$ cat config.mk
export PLATFORM = sky130hd
export DESIGN_NAME = booth_divider
export DESIGN_NICKNAME = d
export VERILOG_FILES = /design/src/rtl/booth_divider.sv
export SDC_FILE = /design/constraint.sdc
export NUM_CORES = 1
export LEC_CHECK = 0
export BUFFER_PORTS_ARGS = -buffer_cell sky130_fd_sc_hd__buf_2
export CAP_MARGIN = 20
export CELL_PAD_IN_SITES_DETAIL_PLACEMENT = 0
export CELL_PAD_IN_SITES_GLOBAL_PLACEMENT = 2
export CORE_ASPECT_RATIO = 1.4
export CORE_MARGIN = 5
export CORE_UTILIZATION = 36
export CTS_CLUSTER_DIAMETER = 30
export DETAILED_ROUTE_END_ITERATION = 10
export GPL_ROUTABILITY_DRIVEN = 0
export PLACE_DENSITY_LB_ADDON = 0.1
export SYNTH_ARGS = -nofsm -noshare
export SYNTH_HDL_FRONTEND = slang
export SYNTH_SLANG_ARGS = --single-unit
$ cat constraint.sdc
create_clock -name clk -period 2.2 [get_ports clk]
set_input_delay 0.11 -clock clk [delete_from_list [all_inputs] [get_ports clk]]
set_output_delay 0.11 -clock clk [all_outputs]
set_load 0.02 [all_outputs]
$ cat src/rtl/booth_divider.sv
// ============================================================================
//  Module      : booth_divider
//  Description : Sequential signed restoring divider, one quotient bit per
//                clock on operand magnitudes, with sign fix-up and status flags.
//  Revision    : 1.0
// ============================================================================
`default_nettype none

module booth_divider #(
    parameter int N = 4
) (
    input  logic         clk,
    input  logic         reset,
    input  logic         start,
    input  logic [N-1:0] dividend,
    input  logic [N-1:0] divisor,
    output logic [N-1:0] quotient,
    output logic [N-1:0] remainder,
    output logic         busy,
    output logic         done,
    output logic         div_by_zero,
    output logic         overflow
);

    localparam int          c_CW    = $clog2(N + 1);
    localparam logic [1:0]  c_IDLE  = 2'd0;
    localparam logic [1:0]  c_CALC  = 2'd1;
    localparam logic [1:0]  c_FIX   = 2'd2;
    localparam logic [1:0]  c_DONE  = 2'd3;
    localparam logic [N-1:0] c_MIN  = {1'b1, {(N-1){1'b0}}};

    logic [1:0]      r_state;
    logic [c_CW-1:0] r_count;
    logic            r_sa;
    logic            r_sb;
    logic [N-1:0]    r_quo;
    logic [N:0]      r_rem;
    logic [N:0]      r_dvsr;

    logic [N-1:0]    w_a_mag;
    logic [N:0]      w_b_ext;
    logic [N:0]      w_b_mag;
    logic [N+1:0]    w_shift;
    logic [N+1:0]    w_diff;
    logic            w_neg_q;

    // An N-bit unsigned field already holds |-2^(N-1)|, so the dividend
    // magnitude needs no extra bit; the divisor keeps N+1 for the trial subtract.
    assign w_a_mag = dividend[N-1] ? -dividend : dividend;
    assign w_b_ext = {divisor[N-1], divisor};
    assign w_b_mag = divisor[N-1] ? -w_b_ext : w_b_ext;

    assign w_shift = {r_rem, r_quo[N-1]};
    assign w_diff  = w_shift - {1'b0, r_dvsr};
    assign w_neg_q = r_sa ^ r_sb;

    assign busy = (r_state != c_IDLE);
    assign done = (r_state == c_DONE);

    always_ff @(posedge clk or posedge reset) begin
        if (reset) begin
            r_state     <= c_IDLE;
            r_count     <= '0;
            r_sa        <= 1'b0;
            r_sb        <= 1'b0;
            r_quo       <= '0;
            r_rem       <= '0;
            r_dvsr      <= '0;
            quotient    <= '0;
            remainder   <= '0;
            div_by_zero <= 1'b0;
            overflow    <= 1'b0;
        end else begin
            case (r_state)
                c_IDLE: begin
                    if (start) begin
                        r_sa        <= dividend[N-1];
                        r_sb        <= divisor[N-1];
                        r_quo       <= w_a_mag;
                        r_rem       <= '0;
                        r_dvsr      <= w_b_mag;
                        r_count     <= c_CW'(N);
                        overflow    <= 1'b0;
                        if (divisor == '0) begin
                            quotient    <= '1;
                            remainder   <= dividend;
                            div_by_zero <= 1'b1;
                            r_state     <= c_DONE;
                        end else begin
                            div_by_zero <= 1'b0;
                            r_state     <= c_CALC;
                        end
                    end
                end
                c_CALC: begin
                    if (w_diff[N+1]) begin
                        r_rem <= w_shift[N:0];
                        r_quo <= {r_quo[N-2:0], 1'b0};
                    end else begin
                        r_rem <= w_diff[N:0];
                        r_quo <= {r_quo[N-2:0], 1'b1};
                    end
                    r_count <= r_count - c_CW'(1);
                    if (r_count == c_CW'(1)) begin
                        r_state <= c_FIX;
                    end
                end
                c_FIX: begin
                    // A positive magnitude of 2^(N-1) is unrepresentable; left
                    // un-negated it wraps to -2^(N-1) with a zero remainder.
                    quotient  <= w_neg_q ? -r_quo : r_quo;
                    remainder <= r_sa ? -r_rem[N-1:0] : r_rem[N-1:0];
                    overflow  <= ~w_neg_q & (r_quo == c_MIN);
                    r_state   <= c_DONE;
                end
                default: begin
                    r_state <= c_IDLE;
                end
            endcase
        end
    end

endmodule

`default_nettype wire

### After elaboration in Yosys (flattened, before gate mapping)

Cells that the tools add are included.

| word-level totals | value |
|---|---|
| bits in registers | 31 |
| input bits | 11 |
| output and inout bits | 12 |

| operators by class | value |
|---|---|
| add/sub/neg operators | 6 |
| eq/ne operators | 8 |
| mux-type cells | 25 |
| bitwise logic cells | 3 |
| reduce and logical (&&, ||, !) cells | 10 |

Operator list:

| kind | number |
|---|---|
| two-way mux 4 bit | 8 |
| one-hot mux 4 bit (2 select lines) | 3 |
| two-way mux 5 bit | 3 |
| negation 4 bit | 3 |
| one-hot mux 5 bit (2 select lines) | 1 |
| AND reduction 2 bit | 4 |
| two-way mux 2 bit | 3 |
| inequality test 2 bit (second input constant) | 3 |
| one-hot mux 2 bit (3 select lines) | 1 |
| one-hot mux 3 bit (2 select lines) | 1 |
| nonzero test 2 bit | 3 |
| subtractor 6 x 5 -> 6 bit | 1 |
| negation 5 bit | 1 |
| equality test 2 bit (second input constant) | 2 |
| equality test 4 bit (second input constant) | 1 |
| zero test 4 bit | 1 |
| equality test 3 x 1 -> 1 bit (second input constant) | 1 |
| two-way mux 1 bit | 3 |
| two-way mux 3 bit | 1 |
| AND reduction 3 bit | 1 |
| subtractor 3 x 1 -> 3 bit (second input constant) | 1 |
| equality test 2 x 1 -> 1 bit (second input constant) | 1 |
| zero test 2 bit | 1 |
| one-hot mux 1 bit (2 select lines) | 1 |
| 3 further kinds | 3 |

### Depth between registers and ports, before layout

| depth | value |
|---|---|
| depth in word-level cells | 4 |
| depth in mapped cells | 8 |
| gate-level depth less buffers | 8 |

### Least setup slack after synthesis

Ideal clock, no wire load.

| timing path | value |
|---|---|
| kind | register to register |
| start | register r_rem[1] |
| end | register r_rem[2] |
| library setup time | 0.125 ns |
| arrival time | 1.745 ns |
| setup slack | 0.330 ns |
| cell stages (with the launch flop) | 7 |
| path buffers | 0 |
| clock period less this slack | 1.870 ns |
| cell sequence | dfrtp_1 -> ha_1 -> o21ai_1 -> a2111oi_2 -> a311oi_4 -> mux2i_1 -> o21ai_1 |

| on the way | value |
|---|---|
| cells in the longest elaborated chain, start to end | 3 |

Ends and longest elaborated chain:

| item | line | text |
|---|---|---|
| start: declaration | 37 | `logic [N:0] r_rem;` |
| start signal: assignment | 97 | `r_rem <= w_shift[N:0];` |
| start signal: assignment | 100 | `r_rem <= w_diff[N:0];` |
| subtractor 6 x 5 -> 6 bit | 54 | `assign w_diff = w_shift - {1'b0, r_dvsr};` |
| two-way mux 5 bit * | 96 | `if (w_diff[N+1]) begin` |
| one-hot mux 5 bit (2 select lines) * | 74 | `case (r_state)` |

Every way passes the cells marked *; elsewhere a longest branch is shown, timed or not.
A chain may end at the register's enable or synchronous reset.

### Worst setup path after layout

| timing path | value |
|---|---|
| start | register r_rem[1] |
| end | register r_rem[3] |

| on the way | value |
|---|---|
| cells in the longest elaborated chain, start to end | 3 |

Ends and longest elaborated chain:

| item | line |
|---|---|
| subtractor 6 x 5 -> 6 bit | 54 |
| two-way mux 5 bit | 96 |
| one-hot mux 5 bit (2 select lines) | 74 |

Every way passes these cells.

==> out/metrics.yaml <==
cts_sinks: 31
final.setup_skew_ns: 0.00848
globalRouteOverflowTotal: 0
clk_root_buffer_cell: "clkbuf_8"
worst_setup_path_type: "flip-flop to flip-flop"
vertical_die_dimension_um: 96.4
critical_path_arrival_ns: 2.24
grt_start_max_net_pins: 32
layout.nets: 267
wirelength_um: 4480
cts_setup_buffers: 0
sequential_to_total_area_share_from_yosys_stat_pct: 40.4
dp_slack_ns: 0.0875
max_cap_violations: 0
hold-worst-slack_ns: 0.128
worstSetupEndpointType: "flip-flop"
cts_tree: "built"
syn_to_final_growth_pct: 17.9
cts-root-to-sink-buffers: 2
peakVddDrop_v: 0.000773
number_of_global_route_vias_before_repair: 1526
fmax_ghz: 0.480
dp_hpwl_um: 3480
top_level_ports: 23
syn-mean-instance-area_um2: 9.27
timing.critical_path.from_type: "flip-flop"
floorplan.initialDensity_pct: 36.9
die_area_um2: 6910
path_max_fanout: 8
synth_cell_types: 39
synth.top_cells.by_count: "31 x dfrtp_1, 26 x nand2_1, 22 x inv_1, 17 x nor2_1, 15 x ha_1"
clk_pin_slew_ns: 0.06
worst-endpoint-required_ns: 2.36
grt_pass1_wl_um: 7490
final_layout_size_suffix_gt1_share_pct: 19.9
finalHoldViolations: 0
core_area_um2: 5200
cts.htree.levels: 2
tns_ns: 0
synth_edf_count: 0
post_synthesis_instance_area_um2: 1920
die_w_um: 71.7
portBuffers: 22
detail-route-antenna-nets: 0
syn_inst: 207
post-synth-top-area-fraction_pct: 40.4
globalRouteTotalUtil_pct: 14.1
power_leakage_nw: 1.07
setup_viol: 0
pwr_density_cell_nw_per_um2: 1590
outcome: "finished clean"
max-slew-margin-rel_pct: 66.7
wire_per_inst_um: 14.6
layout_worst_path_cycle_share_pct: 94.8
antenna_found_initial: 0
first_iter_violations: 70
timing_max_transition_violations_final: 0
grt_setup_unrepaired: "no"
post-route-worst-setup-slack_ns: 0.115
synth.net_count: 234
yosys_most_used_dff: "dfrtp_1"
routed_vias: 1543
yosysTopAreaCell: "dfrtp_1"
detail_route.vias_per_cell: 5.03
drt_drc_violations_left: 0
worst_slew_pin_tran_ns: 0.500
cts_made_buffers: 5
synth_seq_cells: 31
antenna_cells: 0
synth_area_leaders: "dfrtp_1 40%, ha_1 9.8%, nand2_1 5.1%"
synthesis.yosys.warnings: 0
fin_crit_ns: 2.09
most_instantiated_library_cell_after_synthesis: "dfrtp_1"
dr.pass1.iters: 4
postSynth.asyncResetShare_pct: 100
rows: 31
worstSkewPairLatency_ns: 0.29
min_path_type: "primary input to flip-flop"
## worst max-delay path, cell delays in order, from the launching register on
cell and delay, ns:
dfrtp_1 0.45, ha_1 0.39, o21ai_1 0.11, a21o_1 0.19, a311oi_4 0.48, mux2i_1 0.26, o21ai_1 0.08
## power breakdown
part	switching [mW]	total (mW)	internal, mW	leakage (nW)
combinational	1.18	2.07	0.893	0.644
sequential	0.210	1.02	0.811	0.378
clock	0.211	0.496	0.285	0.0515
## area by class of cell
class | count | area [um^2]
Clock buffer | 8 | 100
Fill cell | 539 | 2930
Inverter | 23 | 86.3
Multi-Input combinational cell | 148 | 1040
Sequential cell | 31 | 776
Tap cell | 66 | 82.6
Timing Repair Buffer | 31 | 180
## through the flow
step | std cells | power [mW] | area [um^2] | util (%)
after floorplan | 207 | 2.57 | 1920 | -
after global routing | 307 | 3.93 | 2260 | 43.5
after global placement | 298 | 3.06 | 2150 | 41.4
after detailed placement | 298 | 3.12 | 2150 | 41.4
final | 307 | 3.59 | 2260 | 43.5
after CTS | 307 | 3.64 | 2260 | 43.5
## sequential cells by signal, indices dropped and copies added (netlist names)
| register | cells |
|---|---|
| r_dvsr | 5 |
| r_quo | 4 |
| r_sa | 1 |
| r_sb | 1 |
| overflow | 1 |
| r_count | 3 |
| r_rem | 5 |
| remainder | 4 |
| div_by_zero | 1 |
| quotient | 4 |
| r_state | 2 |
## metal layers
metal | part of all wire, % | up-vias | GRT usage (%)
met5 | 0 | - | 0
met4 | 1.7 | 0 | 5.96
met3 | 2.5 | 8 | 2.90
met2 | 52 | 19 | 24.5
met1 | 44 | 736 | 16.9
li1 | - | 780 | -
## placed cells by master (no fill, tap or decap), drive strengths merged, types with 2 or more instances in the layout
| cell type | instances |
|---|---|
| ha | 15 |
| a21boi | 2 |
| nor2 | 17 |
| mux2i | 8 |
| buf | 30 |
| a31oi | 4 |
| nor4 | 2 |
| nand4 | 2 |
| xor2 | 3 |
| xnor2 | 7 |
| a21oi | 13 |
| nand2 | 26 |
| o31ai | 2 |
| mux2 | 4 |
| dfrtp | 31 |
| a221oi | 2 |
| clkbuf | 8 |
| o21ai | 20 |
| nand3 | 2 |
| nor2b | 4 |
| o311ai | 2 |
| inv | 22 |
| nand2b | 2 |
## what timing repair did
item | in CTS | in global routing
hold buffers | 1 | 0
endpoints found under the hold margin | 31 | 0
gates resized for setup | 0 | 1
endpoints found under the setup margin | 0 | 5
## logic make-up (layout without fill, tap and decap cells)
family / Yosys count / count (layout) / share of synthesized area (%)
AND/OR/NAND/NOR: 59 / 59 / 14.1
AO/OA/AOI/OAI: 51 / 51 / 17.8
flip-flops: 31 / 31 / 40.4
buffers and inverters: 28 / 62 / 5.61
adder cells (fa/ha/maj): 16 / 16 / 10.8
multiplexers: 12 / 12 / 6.71
XOR/XNOR: 10 / 10 / 4.56
## final timing paths
path | from | to | slack (ns) | cells after the start
max in group asynchronous | reset | r_quo[0] | 1.44 | 4
worst max register to register | r_rem[1] | r_rem[3] | 0.11 | 6
worst min register to register | div_by_zero | div_by_zero | 0.47 | 2
worst min-delay path | divisor[0] | r_dvsr[0] | 0.13 | 3
worst max-delay path | r_rem[1] | r_rem[3] | 0.11 | 6
min in group asynchronous | reset | remainder[3] | 0.46 | 4
No activity file was read; power rests on OpenSTA's default activity.
